File: config.mk
export PLATFORM = sky130hd
export DESIGN_NAME = cascade_counter
export DESIGN_NICKNAME = d
export VERILOG_FILES = /design/src/rtl/cascade_counter.sv
export SDC_FILE = /design/constraint.sdc
export NUM_CORES = 1
export LEC_CHECK = 0
export BUFFER_PORTS_ARGS = -buffer_cell sky130_fd_sc_hd__buf_2
export CORE_MARGIN = 8
export CORE_UTILIZATION = 30
export CTS_BUF_LIST = sky130_fd_sc_hd__clkbuf_16
export DETAILED_ROUTE_END_ITERATION = 8
export GPL_ROUTABILITY_DRIVEN = 0
export PLACE_DENSITY = 0.54
export SYNTH_ARGS = -nofsm -noshare
export SYNTH_HDL_FRONTEND = slang
export SYNTH_SLANG_ARGS = --single-unit
File: constraint.sdc
create_clock -name clock -period 1.9 [get_ports clock]
set_input_delay 0.19 -clock clock [delete_from_list [all_inputs] [get_ports clock]]
set_output_delay 0.19 -clock clock [all_outputs]
set_load 0.01 [all_outputs]
File: src/rtl/cascade_counter.sv
// Two-stage counter: a modulo-MODULUS primary stage that cascades into a free-wrapping secondary stage.
// Optional capture registers are enabled by defining CASCADE_CAPTURE_EN.
module cascade_counter #(
  parameter int WIDTH   = 4,
  parameter int WIDTH2  = 4,
  parameter int MODULUS = 16
) (
  input  logic              clock,
  input  logic              reset,
  input  logic              enable,
  input  logic              up_down,
  input  logic              saturate,
  input  logic              load,
  input  logic [WIDTH-1:0]  load_value,
`ifdef CASCADE_CAPTURE_EN
  input  logic              capture,
  output logic [WIDTH-1:0]  cap_out,
  output logic [WIDTH2-1:0] cap2_out,
`endif
  output logic [WIDTH-1:0]  counter_out,
  output logic [WIDTH2-1:0] counter2_out,
  output logic              tc
);

  localparam logic [WIDTH-1:0] MAX_VAL = WIDTH'(MODULUS - 1);

  logic [WIDTH-1:0] load_clamped;

  assign load_clamped = (load_value > MAX_VAL) ? MAX_VAL : load_value;

  always_ff @(posedge clock) begin
    if (reset) begin
      counter_out  <= '0;
      counter2_out <= '0;
      tc           <= 1'b0;
    end else begin
      tc <= 1'b0;
      if (load) begin
        counter_out <= load_clamped;
      end else if (enable) begin
        if (up_down) begin
          if (counter_out < MAX_VAL) begin
            counter_out <= counter_out + 1'b1;
          end else if (!saturate) begin
            counter_out  <= '0;
            counter2_out <= counter2_out + 1'b1;
            tc           <= 1'b1;
          end
        end else begin
          if (counter_out != '0) begin
            counter_out <= counter_out - 1'b1;
          end else if (!saturate) begin
            counter_out  <= MAX_VAL;
            counter2_out <= counter2_out - 1'b1;
            tc           <= 1'b1;
          end
        end
      end
    end
  end

`ifdef CASCADE_CAPTURE_EN
  // Snapshot of the pre-edge counts; counting is unaffected by capture.
  always_ff @(posedge clock) begin
    if (reset) begin
      cap_out  <= '0;
      cap2_out <= '0;
    end else if (capture) begin
      cap_out  <= counter_out;
      cap2_out <= counter2_out;
    end
  end
`endif

endmodule

Word-level counts from Yosys, hierarchy flattened
Index checks and enable logic that the tools add are counted.
- bits in registers: 9
- output and inout bits: 9
- word-level logic and storage cells: 38
- mux-type cells: 17
- $add $sub $neg: 4
- $lt $le $gt $ge: 2
- reductions and logical operators: 5
- bitwise gates (word level): 3
- eq/ne operators: 4
- operators with widths (cell ; count):
    $mux 4 ; 13
    $add 4x1->4 const B ; 2
    $ne 4x2->1 const B ; 2
    $sub 4x1->4 const B ; 2
    $reduce_and 5->1 ; 1
    $gt 4x4->1 const B ; 1
    $lt 4x4->1 const B ; 1
    $mux 1 ; 4
    $ne 2x2->1 const B ; 2
    $reduce_bool 4->1 ; 1
    $not 1->1 ; 3
    $reduce_and 3->1 ; 1
    $reduce_or 3->1 ; 1
    $reduce_bool 2->1 ; 1

Longest topological paths before layout
Gate-level depths: netlist (run 1).
- depth after elaboration: 5
- gate-level depth with buffers: 7
- gate-level depth less buffers: 6

Worst setup path before layout (run 1)
No wires, ideal clock.
- path type: register to register
- from: register counter_out[0]
- to: register counter_out[3]
- data required time: 1827 ps
- slack: 154 ps
- clock period less this slack: 1746 ps
- stages on the path, launching flop included: 7
- data arrival time: 1673 ps
- buffers on the path: 0
- path through: dfxtp_1 -> inv_1 -> ha_1 -> nor4b_2 -> o21a_4 -> or4_1 -> o211ai_2
- cells in the longest elaborated chain, start to end: 5
- RTL lines (item ; RTL line ; source):
    start, declared ; 20 ; output logic [WIDTH-1:0] counter_out,
    start signal, assigned ; 39 ; counter_out <= load_clamped;
    start signal, assigned ; 43 ; counter_out <= counter_out + 1'b1;
    start signal, assigned ; 51 ; counter_out <= counter_out - 1'b1;
    $sub 4x1->4 (tied with other cells) ; 51 ;
    $mux 4, on equally long branches ; 50, 42 ;
    $mux 4 ; 41 ; if (up_down) begin
    $mux 4 ; 40 ; end else if (enable) begin
    $mux 4 ; 38 ; if (load) begin
Parallel ways exist; a longest one is shown, timed or not. The select of a mux whose other input is x is not followed.
A chain may end at the register's enable or synchronous reset.

Worst setup path after layout (run 1)
Same ends and word-level chain as after synthesis.

==> results.yml, run 1 <==
run_status:
  status: "finished, final reports clean"
sta:
  tightestPinTransition_ps: 544
  fmax_mhz: 565
  fin_hold_ws_ps: 162
  final_hold_viol_count: 0
  period_minus_slack_ps: 1770
  finalCritPeriodShare_pct: 93.2
  fin_worst_skew_ps: 0.395
  setup_violations: 0
  rsz0062_at_grt: "false"
  drv_slew: 0
  relSlewSlack_pct: 62.8
  setup-tns-final_ps: 0
grt:
  gr-usage-met1_pct: 9.15
  grt_max_degree: 16
  grt_use_total_pct: 8.16
  grt_first_pass_wirelength_mm: 2.73
  grtUsageMet3_pct: 3.83
  grt-busiest-layer: "met2"
  antenna_found_initial: 0
  grt_pass1_vias: 607
  met2_usage_pct: 12.8
  gr-total-overflow: 0
finish:
  seq_area_um2: 180
  n_antenna_cell: 0
  n_fill_cell: 211
  final_cell_mix: "18 x buf_2, 9 x dfxtp_1, 8 x inv_1"
  stdcell_count: 128
  layout_commonest_cell: "buf_2"
  final_cell_area_um2: 907
  nNetsFinal: 116
  drive_gt1_share_pct: 32.0
  area_delta_synth_final_pct: 31.8
  multi_input_area_um2: 482
critical_path:
  crit_required_ps: 2060
  critical_path.cell_chain: "inv_1, ha_1, nor4b_4, o21a_4, or4_1, o211ai_2"
  critPathBufInv: 1
  cp_slowest_stage_delay_ps: 440
  path_class: "register to register"
  critPathMaxFanout: 8
  cp-start-kind: "register"
  critPathTopFamily: "simple AND/OR/NAND/NOR gates"
  cpMaxStageDelayCell: "dfxtp_1"
  worstPathArrival_ps: 1930
  crit_path_end_kind: "register"
power:
  p_switching_uw: 172
  powerDensity_mw_per_mm2: 778
  intPower_uw: 533
  p_sw_share_pct: 24.4
  clkPwrFrac_pct: 52.0
  p_seq_share_pct: 30.9
  p_leak_uw: 0.000435
  irDropWorstVdd_mv: 0.762
  comb_power_share_pct: 17.1
place:
  placedCellCount: 123
  portBuffers: 18
  dpl.hpwl_mm: 1.22
  place_area_um2: 806
drt:
  vias_per_cell: 5.01
  drt-pass1-iter-count: 2
  route.final.wire_length_mm: 1.64
  ant_nets: 0
  drt_iter0_markers: 16
  post-route-drc-count: 0
  vias: 641
  avgRoutedWirePerCell_um: 12.8
synthesis:
  synth.net_count: 93
  synth_area_um2: 688
  synth_area_per_cell_um2: 8.82
  synth.yosys.seq_area_share_pct: 26.2
  synthAdderAreaFrac_pct: 10.2
  synthSimpleGateAreaFrac_pct: 19.3
  synth-compound-area-share_pct: 30.0
  yosys_warnings: 0
  synth-seq-cells: 9
  synthCells: 78
  synth_area_leader_cell: "dfxtp_1"
  synthTopCellsByArea: "dfxtp_1 26%, ha_1 7.3%, inv_1 3.8%, nor2_1 3.8%, a21o_1 3.3%"
  synth_top_area_share_pct: 26.2
  synth_top_family_by_area: "compound AO/OA/AOI/OAI gates"
  synthXorXnorAreaFrac_pct: 3.82
  yosysUniqueCellTypes: 40
  synth_mux_area_share_pct: 4.55
clocking:
  tritoncts: "done"
  hold_buffers: 0
  cts-htree-levels: 1
  numCtsBuffers: 3
  clock_sink_count: 9
  clockBufferDepth: 2
  worst_skew_pair.late_latency_ps: 230
  clk_pin_slew_ps: 40
  cts-root-buf: "clkbuf_16"
floorplanning:
  die_x_um: 63.9
  core-area_mm2: 0.00219
  dieArea_mm2: 0.00408
  row_count: 17
  design.portCount: 19
  initial_utilization_pct: 31.4
  floorplan.die.height_um: 63.9
flow_run:
  maxCapViolCount: 0
min_path:
  min_path_type: "input port to register"
## worst reg2reg max path, delay by kind of cell (launching register included)
family | cells | cell delay (ps)
simple gates | 2 | 560
flops | 1 | 440
compound gates | 2 | 370
fa+ha+maj | 1 | 240
buf+inv | 1 | 100
## Yosys cell counts, drive strengths merged
master and n:
a2111oi 2, a211oi 1, a21o 3, a21oi 4, a221oi 1, a22oi 1, a311oi 1, a31oi 2
and4 1, buf 1, clkbuf 1, dfxtp 9, fa 1, ha 4, inv 7, mux2 1
mux2i 2, nand2 2, nand3 2, nand4 1, nor2 7, nor2b 1, nor3 3, nor3b 2
nor4b 1, o211a 1, o211ai 2, o21a 1, o21ai 3, o21ba 1, o21bai 1, o311ai 1
o31a 1, or2 1, or3 1, or4 1, xnor2 2, xor2 1
## flip-flops by register name, summed over array words and instances (netlist names)
signal        count
tc                1
counter_out       4
counter2_out      4
## cell families after synthesis
logic type                 after synthesis
and+or+nand+nor                         23
xor gates and xnor gates                 3
muxes                                    3
buffers and inverters                    9
DFF                                      9
adders and majority gates                5
AOI/OAI and AO/OA                       26
## final cells by class
cell class | instances | area share [%]
multi-input cells | 60 | 53.1
repair buffers | 20 | 11.6
inverters | 7 | 2.90
clock inverters | 1 | 0.414
flip-flops and latches | 9 | 19.9
clock buffers | 3 | 8.28
well taps | 28 | 3.86
## path summary, 6_finish.rpt
check                       start              end  slack [ps]  cells after the start
setup / recovery   counter_out[0]   counter_out[3]         130                      6
hold / removal      load_value[3]   counter_out[3]         160                      3
setup reg to reg   counter_out[0]   counter_out[3]         130                      6
hold reg to reg   counter2_out[2]  counter2_out[2]         520                      2
## power by group through the flow
stage / Sequential, uW / Combinational (uW) / Clock (uW)
CTS: 216 / 117 / 375
global route: 220 / 135 / 384
floorplan: 221 / 76.5 / 0
global placement: 219 / 116 / 0
detailed placement: 219 / 116 / 0
finish: 218 / 121 / 367
## what timing repair did
action	in CTS	in global routing
buffers inserted	0	1
endpoints found under the setup margin	0	2
resized for setup	0	3
## through the flow
step / utilization (%) / total power, uW / setup slack, ps
after floorplan: - / 297 / 154
after global placement: 36.8 / 335 / 160
after detailed placement: 36.8 / 335 / 108
after CTS: 40.4 / 708 / 93.8
after global routing: 41.4 / 738 / 16.1
final: 41.4 / 705 / 129
## per-layer routing
| metal | share of wire [%] | vias up |
|---|---|---|
| met2 | 47 | 9 |
| met5 | 0 | - |
| met4 | 0.97 | 0 |
| met1 | 47 | 291 |
| li1 | - | 339 |
| met3 | 5.0 | 2 |
Power figures use the tool's default switching activity.
==> run 2: changes to the inputs <==
HOLD_SLACK_MARGIN = 0.06   (was not set)
PLACE_DENSITY = 0.48   (was 0.54)
==> run 2 against run 1 <==
Net effect: die area is the same; utilization fell by 0.63 points; combinational power barely moved; first-iteration DRC count up 13%; clock skew increased by 1.7 ps.
==> results.yml, run 2 (synthesized netlist as in run 1, its figures left out) <==
drt:
  drt-pass1-iter-count: 4
  avgRoutedWirePerCell_um: 13.5
  route.final.wire_length_mm: 1.72
  ant_nets: 0
  post-route-drc-count: 0
  route.met3.wl_um: 92
  wl_met1_um: 816
  drt_iter0_markers: 18
  wl_met2_um: 795
  vias_per_cell: 5.12
  vias: 650
  routed.top_layer: "met4"
floorplanning:
  dieArea_mm2: 0.00408
  design.portCount: 19
  initial_utilization_pct: 31.4
  die_x_um: 63.9
  floorplan.die.height_um: 63.9
  core-area_mm2: 0.00219
  row_count: 17
sta:
  finalCritPeriodShare_pct: 93.7
  fin_worst_skew_ps: 2.07
  fin_hold_ws_ps: 168
  tightestPinTransition_ps: 405
  fmax_mhz: 562
  setup_violations: 0
  period_minus_slack_ps: 1780
  final_hold_viol_count: 0
  drv_slew: 0
  relSlewSlack_pct: 72.3
finish:
  final_cell_mix: "18 x buf_2, 9 x dfxtp_1, 8 x inv_1"
  area_delta_synth_final_pct: 29.8
  largestRegisters: "counter2_out (4), counter_out (4), tc (1)"
  nNetsFinal: 115
  n_antenna_cell: 0
  fin_util_pct: 40.8
  drive_gt1_share_pct: 30.3
  layout_commonest_cell: "buf_2"
power:
  p_leak_uw: 0.000426
  powerDensity_mw_per_mm2: 791
  p_total_uw: 707
  irDropWorstVdd_mv: 0.380
clocking:
  numCtsBuffers: 3
  cts-htree-levels: 1
  cts_repair_resize_count: 0
  clock_sink_count: 9
  cts-root-buf: "clkbuf_16"
  worst_skew_pair.late_latency_ps: 230
  clk_pin_slew_ps: 40
  clockBufferDepth: 2
  hold_buffers: 0
  post-cts-setup-buffers: 0
  tritoncts: "done"
critical_path:
  cp_slowest_stage_delay_ps: 440
  critPathTopFamily: "simple AND/OR/NAND/NOR gates"
  path_class: "register to register"
  critical_path.cell_chain: "inv_1, ha_1, nor4b_4, o21a_4, or4_1, o211ai_2"
  crit_path_end_kind: "register"
  critPathMaxFanout: 8
  worstPathArrival_ps: 1950
  critPathBufInv: 1
  crit_required_ps: 2060
  cpMaxStageDelayCell: "dfxtp_1"
  cp-start-kind: "register"
grt:
  gr-total-overflow: 0
  grt_first_pass_wirelength_mm: 2.68
  grt_use_total_pct: 8.05
  grt_pass1_vias: 586
  antenna_found_initial: 0
  grt_max_degree: 16
run_status:
  status: "finished, final reports clean"
place:
  portBuffers: 18
  dpl.hpwl_mm: 1.27
flow_run:
  maxCapViolCount: 0
min_path:
  min_path_type: "input port to register"
-- run 2: changes by cell type in the layout (fill, tap and decap cells not counted) --
cell and delta:
o311ai_0 +1, o311ai_1 -1, a221oi_2 -1, buf_4 -1
a221oi_1 +1
-- run 2: cell type report --
| type | count | area, um2 |
|---|---|---|
| fillers | 224 | 1300 |
| multi-input cells | 60 | 475 |
| flip-flops and latches | 9 | 180 |
| repair buffers | 19 | 97.6 |
| clock buffers | 3 | 75.1 |
| well taps | 28 | 35.0 |
| inverters | 7 | 26.3 |
| clock inverters | 1 | 3.75 |
-- run 2: per-stage QoR --
step	setup TNS (ps)	instance area [um2]	cells	worst slack (ps)
after global placement	0	806	123	149
after detailed placement	0	806	123	97.5
after CTS	0	885	127	89.6
after global routing	-9.67	893	127	-9.67
final	0	893	127	119
after floorplan	0	688	78	154
-- run 2: final timing paths --
kind / start / slack [ps] / end / depth (start not counted)
max: counter_out[0] / 120 / counter_out[3] / 6
min: load_value[3] / 170 / counter_out[3] / 3
max reg2reg: counter_out[0] / 120 / counter_out[3] / 6
min reg2reg: counter2_out[2] / 510 / counter2_out[2] / 2
-- run 2: per-layer routing --
metal	vias to the layer above	GRT usage, %
met5	-	0
met4	0	4.18
met3	2	2.96
met2	12	12.4
met1	301	9.51
li1	335	-
-- run 2: worst register-to-register path, cell delays in order (launching register included) --
cell and delay, ps:
dfxtp_1 440, inv_1 100, ha_1 230, nor4b_4 150
o21a_4 230, or4_1 420, o211ai_2 140
-- run 2: where the power goes --
group	switching (uW)	internal, uW
Combinational	62.2	58.3
Sequential	18.8	199
Clock	93.0	275
